--- src/rtl/neander_mem_arbiter_pkg.sv ---
// Shared types and helpers for the Neander-X RAM arbiter (CPU vs host loader port).
package neander_arb_pkg;

  localparam int STAT_W  = 16;
  localparam int BURST_W = 4;

  typedef enum logic [1:0] {
    CPU_OWN  = 2'd0,
    HOST_OWN = 2'd1,
    CPU_SLOT = 2'd2
  } arb_state_t;

  // True on the last host transfer a burst may take before the CPU gets a slot.
  function automatic logic burst_at_limit(input logic [BURST_W-1:0] cnt,
                                          input logic [BURST_W-1:0] lim);
    return cnt == (lim - 4'd1);
  endfunction

endpackage

--- src/rtl/neander_mem_arbiter_if.sv ---
// CPU, host and RAM-side bus signals of the arbiter; slave = arbiter view, master = environment.
interface neander_mem_arbiter_if #(
  parameter int ADDR_W = 8,
  parameter int DATA_W = 8
);
  logic [ADDR_W-1:0] cpu_addr;
  logic [DATA_W-1:0] cpu_wdata;
  logic              cpu_we;
  logic [DATA_W-1:0] cpu_rdata;
  logic              cpu_stall;

  logic              host_req;
  logic              host_we;
  logic [ADDR_W-1:0] host_addr;
  logic [DATA_W-1:0] host_wdata;
  logic              host_ack;
  logic [DATA_W-1:0] host_rdata;
  logic              host_hold;

  logic [ADDR_W-1:0] ram_addr;
  logic [DATA_W-1:0] ram_wdata;
  logic              ram_we;
  logic [DATA_W-1:0] ram_rdata;

  modport slave (
    input  cpu_addr, cpu_wdata, cpu_we,
    output cpu_rdata, cpu_stall,
    input  host_req, host_we, host_addr, host_wdata, host_hold,
    output host_ack, host_rdata,
    output ram_addr, ram_wdata, ram_we,
    input  ram_rdata
  );

  modport master (
    output cpu_addr, cpu_wdata, cpu_we,
    input  cpu_rdata, cpu_stall,
    output host_req, host_we, host_addr, host_wdata, host_hold,
    input  host_ack, host_rdata,
    input  ram_addr, ram_wdata, ram_we,
    output ram_rdata
  );
endinterface

--- src/rtl/neander_mem_arbiter_stats.sv ---
// Host transfer counter (wrapping) and CPU stall-cycle counter (saturating).
module neander_arb_stats
  import neander_arb_pkg::*;
(
  input  logic              clk,
  input  logic              reset,
  input  logic              xfer_i,
  input  logic              stall_i,
  output logic [STAT_W-1:0] stat_host_xfers_o,
  output logic [STAT_W-1:0] stat_stall_cycles_o
);

  logic [STAT_W-1:0] xfers_q, xfers_d;
  logic [STAT_W-1:0] stalls_q, stalls_d;

  always_comb begin
    xfers_d  = xfers_q;
    stalls_d = stalls_q;
    if (xfer_i) begin
      xfers_d = xfers_q + 16'd1;
    end else begin
      xfers_d = xfers_q;
    end
    if (stall_i && (stalls_q != 16'hFFFF)) begin
      stalls_d = stalls_q + 16'd1;
    end else begin
      stalls_d = stalls_q;
    end
  end

  always_ff @(posedge clk or posedge reset) begin
    if (reset) begin
      xfers_q  <= 16'd0;
      stalls_q <= 16'd0;
    end else begin
      xfers_q  <= xfers_d;
      stalls_q <= stalls_d;
    end
  end

  assign stat_host_xfers_o   = xfers_q;
  assign stat_stall_cycles_o = stalls_q;

endmodule

--- src/rtl/neander_mem_arbiter.sv ---
// RAM arbiter between the Neander-X CPU and the host loader port with bounded host bursts.
// Optional statistics counters are built only when MEM_ARB_STATS_EN is defined.
module neander_mem_arbiter
  import neander_arb_pkg::*;
#(
  parameter int HOST_BURST_MAX = 4,
  parameter int ADDR_W         = 8,
  parameter int DATA_W         = 8
) (
  input  logic                 clk,
  input  logic                 reset,
  neander_mem_arbiter_if.slave bus,
  output logic [STAT_W-1:0]    stat_host_xfers,
  output logic [STAT_W-1:0]    stat_stall_cycles
);

  localparam logic [BURST_W-1:0] BURST_LIM = BURST_W'(HOST_BURST_MAX);

  arb_state_t         state_q, state_d;
  logic [BURST_W-1:0] burst_q, burst_d;
  logic               host_sel_s;
  logic               xfer_s;
  logic [ADDR_W-1:0]  addr_mux_s;
  logic [DATA_W-1:0]  wdata_mux_s;

  assign host_sel_s  = (state_q == HOST_OWN);
  assign addr_mux_s  = host_sel_s ? bus.host_addr  : bus.cpu_addr;
  assign wdata_mux_s = host_sel_s ? bus.host_wdata : bus.cpu_wdata;

  // Reset gating keeps a write or grant from escaping while reset is asserted.
  assign bus.host_ack   = ~reset & host_sel_s;
  assign bus.ram_we     = ~reset & (host_sel_s ? (bus.host_req & bus.host_we) : bus.cpu_we);
  assign bus.ram_addr   = addr_mux_s;
  assign bus.ram_wdata  = wdata_mux_s;
  assign bus.cpu_stall  = host_sel_s;
  assign bus.cpu_rdata  = bus.ram_rdata;
  assign bus.host_rdata = bus.ram_rdata;
  assign xfer_s         = bus.host_req & bus.host_ack;

  always_comb begin
    state_d = state_q;
    burst_d = burst_q;
    case (state_q)
      CPU_OWN: begin
        burst_d = 4'd0;
        if (bus.host_req || bus.host_hold) begin
          state_d = HOST_OWN;
        end else begin
          state_d = CPU_OWN;
        end
      end
      HOST_OWN: begin
        // Hold pins ownership and keeps the burst count from ever forcing a slot.
        if (bus.host_hold) begin
          burst_d = 4'd0;
        end else if (!bus.host_req) begin
          state_d = CPU_OWN;
          burst_d = 4'd0;
        end else if (xfer_s && burst_at_limit(burst_q, BURST_LIM)) begin
          state_d = CPU_SLOT;
          burst_d = 4'd0;
        end else begin
          burst_d = burst_q + 4'd1;
        end
      end
      CPU_SLOT: begin
        burst_d = 4'd0;
        if (bus.host_req || bus.host_hold) begin
          state_d = HOST_OWN;
        end else begin
          state_d = CPU_OWN;
        end
      end
      default: begin
        state_d = CPU_OWN;
        burst_d = 4'd0;
      end
    endcase
  end

  always_ff @(posedge clk or posedge reset) begin
    if (reset) begin
      state_q <= CPU_OWN;
      burst_q <= 4'd0;
    end else begin
      state_q <= state_d;
      burst_q <= burst_d;
    end
  end

`ifdef MEM_ARB_STATS_EN
  neander_arb_stats u_stats (
    .clk                 (clk),
    .reset               (reset),
    .xfer_i              (xfer_s),
    .stall_i             (bus.cpu_stall),
    .stat_host_xfers_o   (stat_host_xfers),
    .stat_stall_cycles_o (stat_stall_cycles)
  );
`else
  assign stat_host_xfers   = 16'd0;
  assign stat_stall_cycles = 16'd0;
`endif

endmodule

--- src/flat_wrapper.sv ---
// flat-port wrapper written by rule: the top's interface ports become plain ports
module neander_mem_arbiter_flat import neander_arb_pkg::*;
#(
  parameter int HOST_BURST_MAX = 4,
  parameter int ADDR_W         = 8,
  parameter int DATA_W         = 8
)
  (clk, reset, stat_host_xfers, stat_stall_cycles, bus_cpu_addr, bus_cpu_wdata, bus_cpu_we, bus_cpu_rdata, bus_cpu_stall, bus_host_req, bus_host_we, bus_host_addr, bus_host_wdata, bus_host_hold, bus_host_ack, bus_host_rdata, bus_ram_addr, bus_ram_wdata, bus_ram_we, bus_ram_rdata);
  neander_mem_arbiter_if #(.ADDR_W(ADDR_W), .DATA_W(DATA_W)) bus_i ();
  input  logic clk;
  input  logic reset;
  output logic [STAT_W-1:0] stat_host_xfers;
  output logic [STAT_W-1:0] stat_stall_cycles;
  input wire logic [$bits(bus_i.cpu_addr)-1:0] bus_cpu_addr;
  input wire logic [$bits(bus_i.cpu_wdata)-1:0] bus_cpu_wdata;
  input wire logic [$bits(bus_i.cpu_we)-1:0] bus_cpu_we;
  output wire logic [$bits(bus_i.cpu_rdata)-1:0] bus_cpu_rdata;
  output wire logic [$bits(bus_i.cpu_stall)-1:0] bus_cpu_stall;
  input wire logic [$bits(bus_i.host_req)-1:0] bus_host_req;
  input wire logic [$bits(bus_i.host_we)-1:0] bus_host_we;
  input wire logic [$bits(bus_i.host_addr)-1:0] bus_host_addr;
  input wire logic [$bits(bus_i.host_wdata)-1:0] bus_host_wdata;
  input wire logic [$bits(bus_i.host_hold)-1:0] bus_host_hold;
  output wire logic [$bits(bus_i.host_ack)-1:0] bus_host_ack;
  output wire logic [$bits(bus_i.host_rdata)-1:0] bus_host_rdata;
  output wire logic [$bits(bus_i.ram_addr)-1:0] bus_ram_addr;
  output wire logic [$bits(bus_i.ram_wdata)-1:0] bus_ram_wdata;
  output wire logic [$bits(bus_i.ram_we)-1:0] bus_ram_we;
  input wire logic [$bits(bus_i.ram_rdata)-1:0] bus_ram_rdata;
  assign bus_i.cpu_addr = bus_cpu_addr;
  assign bus_i.cpu_wdata = bus_cpu_wdata;
  assign bus_i.cpu_we = bus_cpu_we;
  assign bus_cpu_rdata = bus_i.cpu_rdata;
  assign bus_cpu_stall = bus_i.cpu_stall;
  assign bus_i.host_req = bus_host_req;
  assign bus_i.host_we = bus_host_we;
  assign bus_i.host_addr = bus_host_addr;
  assign bus_i.host_wdata = bus_host_wdata;
  assign bus_i.host_hold = bus_host_hold;
  assign bus_host_ack = bus_i.host_ack;
  assign bus_host_rdata = bus_i.host_rdata;
  assign bus_ram_addr = bus_i.ram_addr;
  assign bus_ram_wdata = bus_i.ram_wdata;
  assign bus_ram_we = bus_i.ram_we;
  assign bus_i.ram_rdata = bus_ram_rdata;
  neander_mem_arbiter #(.HOST_BURST_MAX(HOST_BURST_MAX), .ADDR_W(ADDR_W), .DATA_W(DATA_W)) u_core (.clk(clk), .reset(reset), .bus(bus_i), .stat_host_xfers(stat_host_xfers), .stat_stall_cycles(stat_stall_cycles));
endmodule
--- config.mk ---
export PLATFORM = sky130hd
export DESIGN_NAME = neander_mem_arbiter_flat
export DESIGN_NICKNAME = d
export VERILOG_FILES = /design/src/rtl/neander_mem_arbiter_pkg.sv /design/src/rtl/neander_mem_arbiter_if.sv /design/src/rtl/neander_mem_arbiter_stats.sv /design/src/rtl/neander_mem_arbiter.sv /design/src/flat_wrapper.sv
export SDC_FILE = /design/constraint.sdc
export NUM_CORES = 1
export LEC_CHECK = 0
export BUFFER_PORTS_ARGS = -buffer_cell sky130_fd_sc_hd__clkbuf_2
export CORE_UTILIZATION = 25
export DETAILED_ROUTE_END_ITERATION = 8
export PLACE_DENSITY = 0.67
export SLEW_MARGIN = 20
export SYNTH_ARGS = -nofsm -noshare
export SYNTH_HDL_FRONTEND = slang
export SYNTH_HIERARCHICAL = 1
export SYNTH_SLANG_ARGS = --single-unit
--- constraint.sdc ---
create_clock -name clk -period 2 [get_ports clk]
set_clock_uncertainty 0.2 [all_clocks]
set_input_delay 0.6 -clock clk [delete_from_list [all_inputs] [get_ports clk]]
set_output_delay 0.6 -clock clk [all_outputs]
set_load 0.02 [all_outputs]
Yosys cells after proc, flatten, opt, wreduce, memory -nomap -nowiden. Index checks and enable logic that the tools add are counted.

Divide/modulo/power cells: 0. Order comparisons: 0. $add $sub $neg: 1. Reductions and logical operators: 5. Multiplexer cells: 12. Bitwise gates (word level): 5. Eq/ne operators: 5. Shift operators: 0. Multipliers: 0.

Operators with widths (number): $mux W4 (4); $mux W8 (2); $mux W2 (3); $add A4 B1 Y4 const B (1); $and A1 B1 Y1 (4); $eq A4 B2 Y1 const B (1); $pmux W2 S2 (1); $ne A3 B3 Y1 const B (1); $eq A2 B1 Y1 const B (1); $eq A2 B2 Y1 const B (1); $logic_not A2 Y1 (1); $mux W1 (2); $ne A2 B2 Y1 const B (1); $reduce_and A2 Y1 (1); $reduce_or A2 Y1 (1); $logic_and A1 B1 Y1 (1); $logic_or A1 B1 Y1 (1); $not A1 Y1 (1).

Latch bits: 0. Bits of input ports: 46. Register bits after elaboration: 6. Memories: 0. RAM bits: 0. Bits in read-only memories: 0. Word-level logic and storage cells: 30. Output and inout bits: 67.

Longest topological paths before layout.
Word-level depth: 8. Gate-level depth with buffers: 6. Depth with buffers taken out: 4.

Worst setup path before layout. Ideal clock, no wire load.

Kind: register to output. From: reg u_core.state_q[1]. To: out bus_ram_addr[5]. Setup slack: -0.028 ns. Data required time: 1.200 ns. Arrival time: 1.228 ns. Cell stages (with the launch flop): 7. Cell sequence: dfrtp_1 nand2b_1 buf_2 inv_2 buf_2 nand2_1 nand2_1.

Word-level cells in the longest chain between the ends: 2.

RTL lines: start, declared (line neander_mem_arbiter.sv:19) `arb_state_t state_q, state_d;`; start signal, assigned (line neander_mem_arbiter.sv:86) `state_q <= state_d;`; $eq A2 B1 Y1 (line neander_mem_arbiter.sv:26) `assign host_sel_s = (state_q == HOST_OWN);`; named net bus_cpu_stall (line flat_wrapper.sv:18) `output wire logic [$bits(bus_i.cpu_stall)-1:0] bus_cpu_stall;`; $mux W8 (line neander_mem_arbiter.sv:27) `assign addr_mux_s = host_sel_s ? bus.host_addr : bus.cpu_addr;`; end, declared (line flat_wrapper.sv:26) `output wire logic [$bits(bus_i.ram_addr)-1:0] bus_ram_addr;`.

The timed path passes the listed nets, and every way through them passes these cells.

Worst setup path after layout.
From: reg u_core.state_q[1]. To: out bus_ram_addr[7].

Word-level cells in the longest chain between the ends: 2.

RTL lines (line): $eq A2 B1 Y1 (neander_mem_arbiter.sv:26); $mux W8 (neander_mem_arbiter.sv:27).

No other way between the ends.

==> results.md <==
## Status
* finished, violations left — result of the run
* setup timing — violations in the final reports

## STA
* 0 — Final Hold Vio Count
* -79.0 ps — final setup slack of the worst path
* 1.04 — ratio of final minimum period to clock period
* true — unrepaired setup endpoints after global routing
* 17 — count of endpoints failing setup in the final report
* 2080 ps — final critical path time including I/O delays and setup
* 0 — pins over their slew limit
* 92.5 ps — Worst Hold Margin
* 0.481 GHz — maximum achievable frequency

## Yosys
* 0.324 — Post-Synth Simple-Gate Area
* 0 — fraction of synthesized area in multiplexers
* 0.0146 — compound-gate portion of the synthesized area
* 128 — number of cells produced by synthesis
* 855 sq um — cell area after synthesis
* 6 — number of flip-flops and latches in the synthesized netlist
* 6 — yosys warns
* 0.0205 — synthesized-area fraction occupied by xor and xnor cells
* 0.0146 — Synth Area in Adders
* buffers and inverters — dominant combinational cell family by area after synthesis
* 6.68 sq um — syn_area_per_cell
* 0.176 — sequential element share of the synthesized area
* 21 — count of unique library cells instantiated by Yosys

## Clock network
* 2 — Longest Clk Path Bufs
* yes — TritonCTS clock tree
* clkbuf_4 — root cell of the clock tree
* 50 ps — Clock transition at path regs
* 3 — Num CTS Buffers
* 250 ps — clock insertion delay at the later pin of the skew report
* 0 — CTS hold repair buffers
* 6 — number of clock sinks
* 1 — maximum level of the CTS H-tree

## Global routing
* 18 — pin count of the biggest net entering global routing
* 0 — GRT Residual Overflow
* 0 — number of antenna violations at the first check in global routing
* 0.108 — global-route usage over all layers
* 2870 um — wire length of the first global-routing pass
* 0.0213 — M3 GR Usage
* met2 — most heavily used metal layer in global routing
* 0.209 — met2 routing resource usage after global routing
* 0.102 — met1 track demand over resource
* 682 — vias in the first global route

## Routing
* 2060 um — overall routed net length
* 3 — Initial DRT Pass Iterations
* 9.48 um — Avg WL per Cell
* 0 — ANT nets after route
* 0 — residual DRC count
* 13 — DRC marker count from the first detailed-route iteration
* 3.71 — number of vias per cell after detailed routing
* 806 — number of vias in the routed layout

## Power
* 308 uW — internal power contribution
* 423 nW/um^2 — Power Dens Cells
* 0.240 mV — worst IR drop on VDD
* 0.396 — switching part of the total
* 0.249 — sequential share of power
* 0.728 nW — static leakage
* 0.216 — relative contribution of the clock network to total power
* 0.535 — Logic pwr share
* 202 uW — Net Sw Power

## Critical path
* nand2b_4, inv_6, clkbuf_16, nand2_1, nand2_1, clkbuf_8 — list of cells traversed by the critical path
* nand2_1 — cell with the most instances on the worst path
* 8 — CP max FO
* flip-flop — startpoint types
* 1200 ps — WP data required
* 380 ps — crit-path max cell delay
* 420 ps — minimum setup slack among reg-to-reg paths
* 1280 ps — Worst Path Arrival
* u_core/burst_q[0]$_DFF_PP0_ — Worst R2R Start
* dfrtp_1 — Worst path slowest cell
* flip-flop to output port — kind of critical path
* 4 — R2R cell count
* u_core/state_q[0]$_DFFE_PP0P_ — capturing point of the worst reg2reg path
* output port — Crit. End Element

## Die
* 20 — FP Rows
* 0.271 — effective utilization at floorplan
* 60.5 um — Die X-Extent
* 3150 sq um — Floorplan Core Area
* 113 — top-level I/O count
* 60.5 um — vertical extent of the die
* 3660 sq um — die area

## Cells and area
* 0 — Antenna Diode Count
* 41.0% — relative area change from synthesis to final layout
* 0.434 — share of final-layout standard cells stronger than drive strength 1
* 338 — Layout fillers
* 222 — count of nets after finishing

## Job
* 0 — MaxCap Viol Count

## Worst hold path
* primary input to asynchronous set/reset pin — hold crit path type

## Place
* 56 — # port buffers
* 1470 um — Final HPWL DP
* 0.669 — RD Place Congestion
* 111 ps — worst setup slack after placement

worst max-delay path, delay by kind of cell, from the launching register on:
family                 cells  cell delay, ps
DFF                        1             380
buffers and inverters      3             370
and+or+nand+nor            3             280
placed cells by master, fill, tap and decap left out, types with 2 or more instances in the layout:
cell / netlist / routed
nor2_1: 5 / 5
buf_4: 48 / 6
clkbuf_2: 0 / 37
dfrtp_1: 6 / 6
nand2_2: 0 / 2
nand2_1: 50 / 47
nand3_1: 2 / 2
conb_1: 1 / 32
clkbuf_4: 0 / 3
clkbuf_8: 0 / 15
synth_stat cells:
library cell | instances | area share
nand2_1 | 50 | 0.22
buf_4 | 48 | 0.42
dfrtp_1 | 6 | 0.18
nor2_1 | 5 | 0.022
buf_2 | 2 | 0.012
nand3_1 | 2 | 0.012
a211oi_1 | 1 | 0.0088
a21oi_1 | 1 | 0.0059
and2_1 | 1 | 0.0073
and2b_2 | 1 | 0.010
and4bb_2 | 1 | 0.015
buf_1 | 1 | 0.0044
conb_1 | 1 | 0.0044
ha_1 | 1 | 0.015
inv_1 | 1 | 0.0044
inv_2 | 1 | 0.0044
nand2b_1 | 1 | 0.0073
nor3b_2 | 1 | 0.015
or4b_4 | 1 | 0.016
xnor2_1 | 1 | 0.010
xor2_1 | 1 | 0.010
layout make-up:
| cell class | instances | area, sq um | area share |
|---|---|---|---|
| clock buffers | 3 | 22.5 | 0.0187 |
| inverters | 2 | 12.5 | 0.0104 |
| multi-input cells | 100 | 463 | 0.384 |
| flip-flops and latches | 6 | 150 | 0.125 |
| well taps | 44 | 55.1 | 0.0457 |
| repair buffers | 62 | 502 | 0.416 |
worst max path at each step:
| stage | from | slack, ps | end | cells past startpoint |
|---|---|---|---|---|
| 6_report | u_core/state_q[1]$_DFFE_PP0P_ | -80 | bus_ram_addr[7] | 6 |
| 3_5_place_dp | u_core/state_q[1]$_DFFE_PP0P_ | 110 | bus_ram_addr[4] | 6 |
| 3_3_place_gp | u_core/state_q[1]$_DFFE_PP0P_ | 120 | bus_ram_addr[0] | 6 |
| 5_1_grt | u_core/state_q[1]$_DFFE_PP0P_ | -150 | bus_ram_addr[4] | 5 |
| 4_1_cts | u_core/state_q[1]$_DFFE_PP0P_ | -80 | bus_ram_addr[4] | 6 |
| 2_1_floorplan | u_core/state_q[1]$_DFFE_PP0P_ | 40 | bus_ram_addr[5] | 6 |
flip-flops by register name (all words and copies together) (netlist names):
signal	flops
u_core/burst_q	4
u_core/state_q	2
repair_timing:
action / CTS / global route
buffers inserted: 2 / 0
resized for setup: 34 / 10
endpoints found under the setup margin: 19 / 19
gates cloned: 0 / 1
logic make-up after synthesis:
| family | Yosys count |
|---|---|
| simple gates | 63 |
| buf+inv | 53 |
| flops | 6 |
| compound gates | 2 |
| xor+xnor | 2 |
| fa+ha+maj | 1 |
| other cells | 1 |
stage by stage:
stage	cells	util	setup TNS (ps)	power [mW]	instance area, sq um
2_1_floorplan	159	-	0	0.359	977
3_5_place_dp	211	0.308	0	0.342	971
6_report	217	0.382	-1030	0.510	1200
3_3_place_gp	211	0.308	0	0.341	971
5_1_grt	217	0.382	-2490	0.553	1200
4_1_cts	216	0.368	-1000	0.503	1160
power groups by stage:
stage	clock, mW	sequential, mW	combinational, mW
after global placement	0	0.128	0.212
after global routing	0.128	0.127	0.298
after CTS	0.117	0.127	0.260
after detailed placement	0	0.128	0.213
after floorplan	0	0.128	0.231
final	0.110	0.127	0.273
layer usage:
layer / vias to the layer above / part of all wire / wire length (um)
li1: 403 / - / -
met1: 345 / 0.35 / 724
met2: 51 / 0.54 / 1100
met3: 7 / 0.080 / 165
met4: 0 / 0.031 / 63
met5: - / 0 / 0
No activity file was read; power rests on OpenSTA's default activity.
